File: config.mk
export PLATFORM = sky130hd
export DESIGN_NAME = regfile_exec_ctrl
export DESIGN_NICKNAME = d
export VERILOG_FILES = /design/src/rtl/regfile_exec_ctrl.sv
export SDC_FILE = /design/constraint.sdc
export NUM_CORES = 1
export LEC_CHECK = 0
export ABC_AREA = 0
export BUFFER_PORTS_ARGS = -buffer_cell sky130_fd_sc_hd__buf_4
export CAP_MARGIN = 20
export CORE_UTILIZATION = 57
export DETAILED_ROUTE_END_ITERATION = 12
export PLACE_DENSITY = 0.8
export SETUP_SLACK_MARGIN = 0.2
export SYNTH_ARGS = -nofsm -noshare
export SYNTH_HDL_FRONTEND = slang
export SYNTH_SLANG_ARGS = --single-unit
File: constraint.sdc
create_clock -name clk_i -period 3.2 [get_ports clk_i]
set_clock_uncertainty 0.05 [all_clocks]
set_input_delay 0.64 -clock clk_i [delete_from_list [all_inputs] [get_ports clk_i]]
set_output_delay 0.64 -clock clk_i [all_outputs]
set_load 0.05 [all_outputs]
File: src/rtl/regfile_exec_ctrl.sv
// rtl/regfile_exec_ctrl.sv - single-issue execute/write-back sequencer for an 8x8 register file
//
// Purpose:
//   Accepts one instruction per 4-cycle slot over a valid/ready handshake,
//   reads two operands from the external register file, runs an 8-bit ALU
//   operation and drives the register file write port for one cycle.
//
// Ports:
//   clk_i, RES_ni                     clock, asynchronous active-low reset
//   instr_valid_i / instr_ready_o     instruction handshake
//   op_i, rd_i, rs1_i, rs2_i, imm_i   instruction fields
//   READ_ADDR1_o / READ_ADDR2_o       register file read addresses
//   RD_DATA1_i / RD_DATA2_i           register file read data (combinational)
//   WRT_EN_o, WRT_DEST_o, WRT_DATA_o  register file write port
//   done_o                            one-cycle pulse alongside WRT_EN_o
//   carry_o, zero_o                   flags of the last completed op
//
// Configuration:
//   EXEC_SAT_EN  when defined, ADD saturates to all-ones on carry and SUB
//                saturates to zero on borrow; carry_o still reports the raw flag.

module regfile_exec_ctrl #(
    parameter int DW = 8,
    parameter int AW = 3
) (
    input  logic          clk_i,
    input  logic          RES_ni,
    input  logic          instr_valid_i,
    output logic          instr_ready_o,
    input  logic [2:0]    op_i,
    input  logic [AW-1:0] rd_i,
    input  logic [AW-1:0] rs1_i,
    input  logic [AW-1:0] rs2_i,
    input  logic [DW-1:0] imm_i,
    output logic [AW-1:0] READ_ADDR1_o,
    output logic [AW-1:0] READ_ADDR2_o,
    input  logic [DW-1:0] RD_DATA1_i,
    input  logic [DW-1:0] RD_DATA2_i,
    output logic          WRT_EN_o,
    output logic [AW-1:0] WRT_DEST_o,
    output logic [DW-1:0] WRT_DATA_o,
    output logic          done_o,
    output logic          carry_o,
    output logic          zero_o
);

    localparam logic [2:0] OP_ADD = 3'd0;
    localparam logic [2:0] OP_SUB = 3'd1;
    localparam logic [2:0] OP_AND = 3'd2;
    localparam logic [2:0] OP_OR  = 3'd3;
    localparam logic [2:0] OP_XOR = 3'd4;
    localparam logic [2:0] OP_SHL = 3'd5;
    localparam logic [2:0] OP_SHR = 3'd6;
    localparam logic [2:0] OP_LDI = 3'd7;

    typedef enum logic [1:0] {
        S_IDLE = 2'd0,
        S_READ = 2'd1,
        S_EXEC = 2'd2,
        S_WB   = 2'd3
    } state_t;

    state_t        r_state;
    logic [2:0]    r_op;
    logic [AW-1:0] r_rd;
    logic [DW-1:0] r_imm;
    logic [DW-1:0] r_a;
    logic [DW-1:0] r_b;
    logic          r_ready;
    logic [AW-1:0] r_raddr1;
    logic [AW-1:0] r_raddr2;
    logic          r_wen;
    logic [AW-1:0] r_wdest;
    logic [DW-1:0] r_wdata;
    logic          r_done;
    logic          r_carry;
    logic          r_zero;

    logic [DW:0]   w_sum;
    logic [DW:0]   w_diff;
    logic [DW-1:0] w_result;
    logic          w_carry;
    logic          w_zero;

    // ALU works on the captured operands, so a write to rd never disturbs
    // the values used by the same instruction even when rd aliases rs1/rs2.
    always_comb begin
        w_sum    = {1'b0, r_a} + {1'b0, r_b};
        w_diff   = {1'b0, r_a} - {1'b0, r_b};
        w_result = '0;
        w_carry  = 1'b0;
        case (r_op)
            OP_ADD: begin
                w_result = w_sum[DW-1:0];
                w_carry  = w_sum[DW];
            end
            OP_SUB: begin
                w_result = w_diff[DW-1:0];
                // Top bit of the widened difference is the borrow (A < B).
                w_carry  = w_diff[DW];
            end
            OP_AND:  w_result = r_a & r_b;
            OP_OR:   w_result = r_a | r_b;
            OP_XOR:  w_result = r_a ^ r_b;
            OP_SHL:  w_result = r_a << r_b[2:0];
            OP_SHR:  w_result = r_a >> r_b[2:0];
            OP_LDI:  w_result = r_imm;
            default: w_result = '0;
        endcase
`ifdef EXEC_SAT_EN
        if (r_op == OP_ADD && w_carry) begin
            w_result = '1;
        end
        if (r_op == OP_SUB && w_carry) begin
            w_result = '0;
        end
`endif
        w_zero = (w_result == '0);
    end

    always_ff @(posedge clk_i or negedge RES_ni) begin
        if (!RES_ni) begin
            r_state  <= S_IDLE;
            r_op     <= '0;
            r_rd     <= '0;
            r_imm    <= '0;
            r_a      <= '0;
            r_b      <= '0;
            r_ready  <= 1'b1;
            r_raddr1 <= '0;
            r_raddr2 <= '0;
            r_wen    <= 1'b0;
            r_wdest  <= '0;
            r_wdata  <= '0;
            r_done   <= 1'b0;
            r_carry  <= 1'b0;
            r_zero   <= 1'b0;
        end else begin
            case (r_state)
                S_IDLE: begin
                    if (instr_valid_i) begin
                        r_op     <= op_i;
                        r_rd     <= rd_i;
                        r_imm    <= imm_i;
                        r_raddr1 <= rs1_i;
                        r_raddr2 <= rs2_i;
                        r_ready  <= 1'b0;
                        r_state  <= S_READ;
                    end
                end
                S_READ: begin
                    r_a     <= RD_DATA1_i;
                    r_b     <= RD_DATA2_i;
                    r_state <= S_EXEC;
                end
                S_EXEC: begin
                    r_wdata <= w_result;
                    r_wdest <= r_rd;
                    r_carry <= w_carry;
                    r_zero  <= w_zero;
                    r_wen   <= 1'b1;
                    r_done  <= 1'b1;
                    r_state <= S_WB;
                end
                S_WB: begin
                    r_wen   <= 1'b0;
                    r_done  <= 1'b0;
                    r_ready <= 1'b1;
                    r_state <= S_IDLE;
                end
                default: begin
                    r_wen   <= 1'b0;
                    r_done  <= 1'b0;
                    r_ready <= 1'b1;
                    r_state <= S_IDLE;
                end
            endcase
        end
    end

    assign instr_ready_o = r_ready;
    assign READ_ADDR1_o  = r_raddr1;
    assign READ_ADDR2_o  = r_raddr2;
    assign WRT_EN_o      = r_wen;
    assign WRT_DEST_o    = r_wdest;
    assign WRT_DATA_o    = r_wdata;
    assign done_o        = r_done;
    assign carry_o       = r_carry;
    assign zero_o        = r_zero;

endmodule

# == After elaboration in Yosys (flattened, before gate mapping) ==
# Cells that the tools add are included.
# totals
elab_cells,46
reg_bits,53
# classes
n_reduce_logical,7
n_shift,2
n_mux,7
n_addsub,2
bitwise,3
n_eq_ne,11
# op_table
cell,count
8-bit one-hot mux with 8 select lines,1
3-bit == test (second input constant),4
8-bit by 8-bit adder with 9-bit output,1
8-bit by 8-bit subtractor with 9-bit output,1
8-bit bitwise AND,1
8-bit logical NOT,1
8-bit OR,1
2-bit one-hot mux with 4 select lines,1
8-bit by 3-bit left shift with 8-bit output,1
8-bit by 3-bit >> shifter with 8-bit output,1
8-bit XOR,1
3-bit by 2-bit == test with 1-bit output (second input constant),2
1-bit one-hot mux with 2 select lines,3
2-bit == test (second input constant),2
2-bit AND reduction,2
2-bit nonzero test,2
3-bit by 1-bit == test with 1-bit output (second input constant),1
3-bit logical NOT,1
2-bit by 1-bit == test with 1-bit output (second input constant),1
2-bit logical NOT,1
2-bit two-way mux,1
2-bit != test (second input constant),1
1-bit two-way mux,1

# == Logic depth before layout (Yosys ltp) ==
# depth
ltp_word,3
depth_mapped,11
ltp_nobuf,10

# == Worst setup path after synthesis ==
# OpenSTA, ideal clock, no wires.
# synth_timing
kind,register to register
startpoint,register r_b[1]
endpoint,"register r_zero, in the netlist zero_o"
setup_ns,0.110
t_arrival_ns,2.769
setup_slack_ns,0.271
path_stages_with_launch,12
cell_sequence,dfrtp_1 > buf_2 > buf_4 > inv_1 > ha_1 > o21bai_1 > and4_1 > nor4_1 > a311oi_1 > a32oi_1 > or4b_1 > o41ai_1
# synth_via
elab_chain_len,3
word_cells_on_any_way,9
classes_between,add/sub: 2; shift: 2; mux: 1; bitwise: 3; reduce/logical: 1
# synth_lines
element,line_no,source
from (decl),68,logic [DW-1:0] r_b;
from (signal assigned),153,r_b <= RD_DATA2_i;
"8-bit by 8-bit subtractor with 9-bit output, or another cell as far along",89,"w_diff = {1'b0, r_a} - {1'b0, r_b};"
8-bit one-hot mux with 8 select lines *,92,case (r_op)
8-bit logical NOT *,118,w_zero = (w_result == '0);
to (signal assigned),160,r_zero <= w_zero;
to (decl),77,logic r_zero;
# Every way passes the cells marked *; elsewhere a longest branch is shown, timed or not.
# A chain may end at the register's enable or synchronous reset.

# == Worst setup path after layout ==
# layout_timing
startpoint,register r_a[0]
endpoint,"register r_zero, in the netlist zero_o"
# layout_via
elab_chain_len,3
word_cells_on_any_way,9
classes_between,add/sub: 2; shift: 2; mux: 1; bitwise: 3; reduce/logical: 1
# layout_lines
element,line_no,source
from (decl),67,logic [DW-1:0] r_a;
from (signal assigned),152,r_a <= RD_DATA1_i;
"8-bit by 8-bit subtractor with 9-bit output, or another cell as far along",89,
8-bit one-hot mux with 8 select lines *,92,
8-bit logical NOT *,118,
# Marks and branches as above.

==> results.toml <==
[outcome]
run_status = "complete, but fails checks"
violations = "design-rule violations"

[final_layout]
nets = 527
syn_to_final_growth_pct = 17.9
layout-drive-gt1-share_pct = 28.9
antennaDiodeCount = 0
fill_cells = 507

[floorplan]
die_h_um = 83.9
die_area_um2 = 7040
num_io_pins = 61
rows = 29
core_area_um2 = 6420
start_util_pct = 59.6
die_width_um = 83.9

[synth]
synth_top_area_cell = "dfrtp_1"
yosys-top-cells-area = "dfrtp_1, ha_1, mux2_2, o21ai_0, nand2_1"
muxShareOfSynthArea_pct = 15.6
synthSimpleGateAreaFrac_pct = 15.0
yosys_warnings = 0
yosys.cell_types.count = 65
async_flop_share_pct = 100
synth_most_common_cell = "dfrtp_1"
synth.avg_cell_area_um2 = 9.68
ys_seq_elements = 53
yosys-top-cells-count = "dfrtp_1, nand2_1, nor2_1, o21ai_0"
ys_seq_area_share_pct = 34.7
synth-xor-area-share_pct = 1.37
synth.cell_area_um2 = 3820
synth_compound_area_share_pct = 16.7
synth_flop_cell = "dfrtp_1"
synthCells = 395
synth_edf_count = 0
synthAdderAreaFrac_pct = 10.9
synth.net_count = 466
synth_top_family_by_area = "compound AO/OA/AOI/OAI gates"
synth_top_cell_area_share_pct = 34.0

[clock_network]
cts_tree = "yes"
insertion_delay_ns = 0.32
cts_buffer_depth = 2
cts_num_sinks = 53
cts.clk_slew.worst_paths_ns = 0.10
cts_buffers = 5
h-tree-depth = 2
hold_buffers = 0
cts_root_buf = "clkbuf_8"

[detailed_routing]
routed_wl_um = 10500
antenna_left = 0
drc = 4
via_per_inst = 6.22
detail_route.iter0.violations = 280
vias = 3322
first_pass_iters = 9
wire_per_inst_um = 19.7

[sta]
final.period_utilization_pct = 92.7
slew_violations = 0
setup_viol = 0
relSlewSlack_pct = 33.9
worst_pin_slew_ns = 0.992
fin_crit_ns = 2.97
finalHoldViolations = 0
rsz0062_at_grt = "yes"
fmax_mhz = 337
setup_tns_ns = 0

[setup_path]
crit_start = "r_a[0]$_DFFE_PN0N_"
cp_data_arrival_time_ns = 3.13
timing_worst_setup_path_type = "reg -> reg"
critPathLaunchType = "flop"
rr_worst_depth = 9
cp-end-kind = "flop"
r2r_start = "r_a[0]$_DFFE_PN0N_"
worst-path-max-fanout = 4
worstPathRequired_ns = 3.37

[placed_design]
hpwlAfterDp_um = 7870
gp_congestion = 0.976
portBuffers = 60

[global_route]
grt_start_max_net_pins = 54
first_global_vias = 3312
grt_pass1_wl_um = 17000
antenna_found_initial = 0
gr-total-overflow = 0
gr-usage-all-layers_pct = 31.1

[hold_path]
hold_class = "in -> async"

[job]
drv_cap = 0
repair_timing:
| action | in CTS | in global routing |
|---|---|---|
| buffers inserted | 1 | 1 |
| setup endpoints to repair | 1 | 2 |
| pin swaps | 0 | 3 |
| resized for setup | 3 | 8 |
cells in the final DEF, fill, tap and decap left out, types with 2 or more instances in the layout:
cell,count
a2111oi_0,3
a211o_1,4
a211oi_1,5
a21o_1,3
a21oi_1,16
a22o_1,3
a22oi_1,5
and3_1,3
buf_4,76
clkbuf_8,5
dfrtp_1,49
dfrtp_2,3
ha_1,30
inv_1,24
mux2_2,30
mux2i_1,6
mux4_1,5
mux4_2,3
nand2_1,37
nand2b_1,9
nand3_1,2
nor2_1,35
nor2b_1,5
nor3_1,4
nor3b_1,2
nor4_1,3
nor4_2,2
o211ai_1,2
o21ai_0,31
o21bai_1,3
o221ai_1,2
o22ai_1,3
xnor2_1,5
metal layers:
layer	wire [um]	part of all wire, %	global-route usage, %
met3	694	6.6	5.34
met4	263	2.5	10.0
met5	0	0	0
met2	5190	49	52.4
met1	4350	41	40.6
path summary, 6_finish.rpt:
path / to / slack [ns]
max in group asynchronous: r_a[1]$_DFFE_PN0N_ / 2.35
min: r_b[4]$_DFFE_PN0N_ / 0.29
min reg2reg: r_rd[2]$_DFFE_PN0P_ / 0.46
max reg2reg: zero_o$_DFFE_PN0P_ / 0.23
min in group clk_i: r_rd[2]$_DFFE_PN0P_ / 0.46
max: zero_o$_DFFE_PN0P_ / 0.23
worst max-delay path, stage by stage, from the launching register on:
cell and delay, ns:
dfrtp_1 0.38, inv_1 0.09, ha_1 0.24, fa_2 0.37
or2_2 0.29, a211o_1 0.33, nand4_1 0.10, a22oi_1 0.12
or4b_1 0.58, o41ai_2 0.31
area by class of cell:
class | count | area, um^2 | area share, %
Timing Repair Buffer | 77 | 582 | 12.9
Tap cell | 77 | 96.3 | 2.14
Multi-Input combinational cell | 294 | 2320 | 51.4
Clock buffer | 6 | 72.6 | 1.61
Clock inverter | 2 | 13.8 | 0.305
Inverter | 25 | 97.6 | 2.16
Sequential cell | 53 | 1330 | 29.5
logic make-up after synthesis:
| family | after synthesis |
|---|---|
| simple gates | 116 |
| mux | 44 |
| fa+ha+maj | 32 |
| buf+inv | 48 |
| xor+xnor | 6 |
| flops | 53 |
| compound gates | 96 |
registers in the layout, summed over array words and instances, names as in the netlist:
name,count
zero_o,1
r_a,8
instr_ready_o,1
carry_o,1
WRT_DEST_o,3
r_op,3
r_state,2
WRT_DATA_o,8
READ_ADDR2_o,3
done_o,1
READ_ADDR1_o,3
r_imm,8
r_b,8
r_rd,3
per-stage QoR:
step	hold slack [ns]	instances	util [%]	instance area (um^2)	setup slack, ns
floorplan	0.294	395	-	3820	0.271
finish	0.289	534	70.2	4510	0.232
global placement	0.429	524	67.9	4360	0.229
CTS	0.319	533	69.5	4460	0.229
detailed placement	0.441	524	67.9	4360	0.121
global route	0.347	534	70.2	4510	0.143
Power is not shown: default switching activity piles up to over one toggle a cycle in this logic, so the estimate is an artifact.
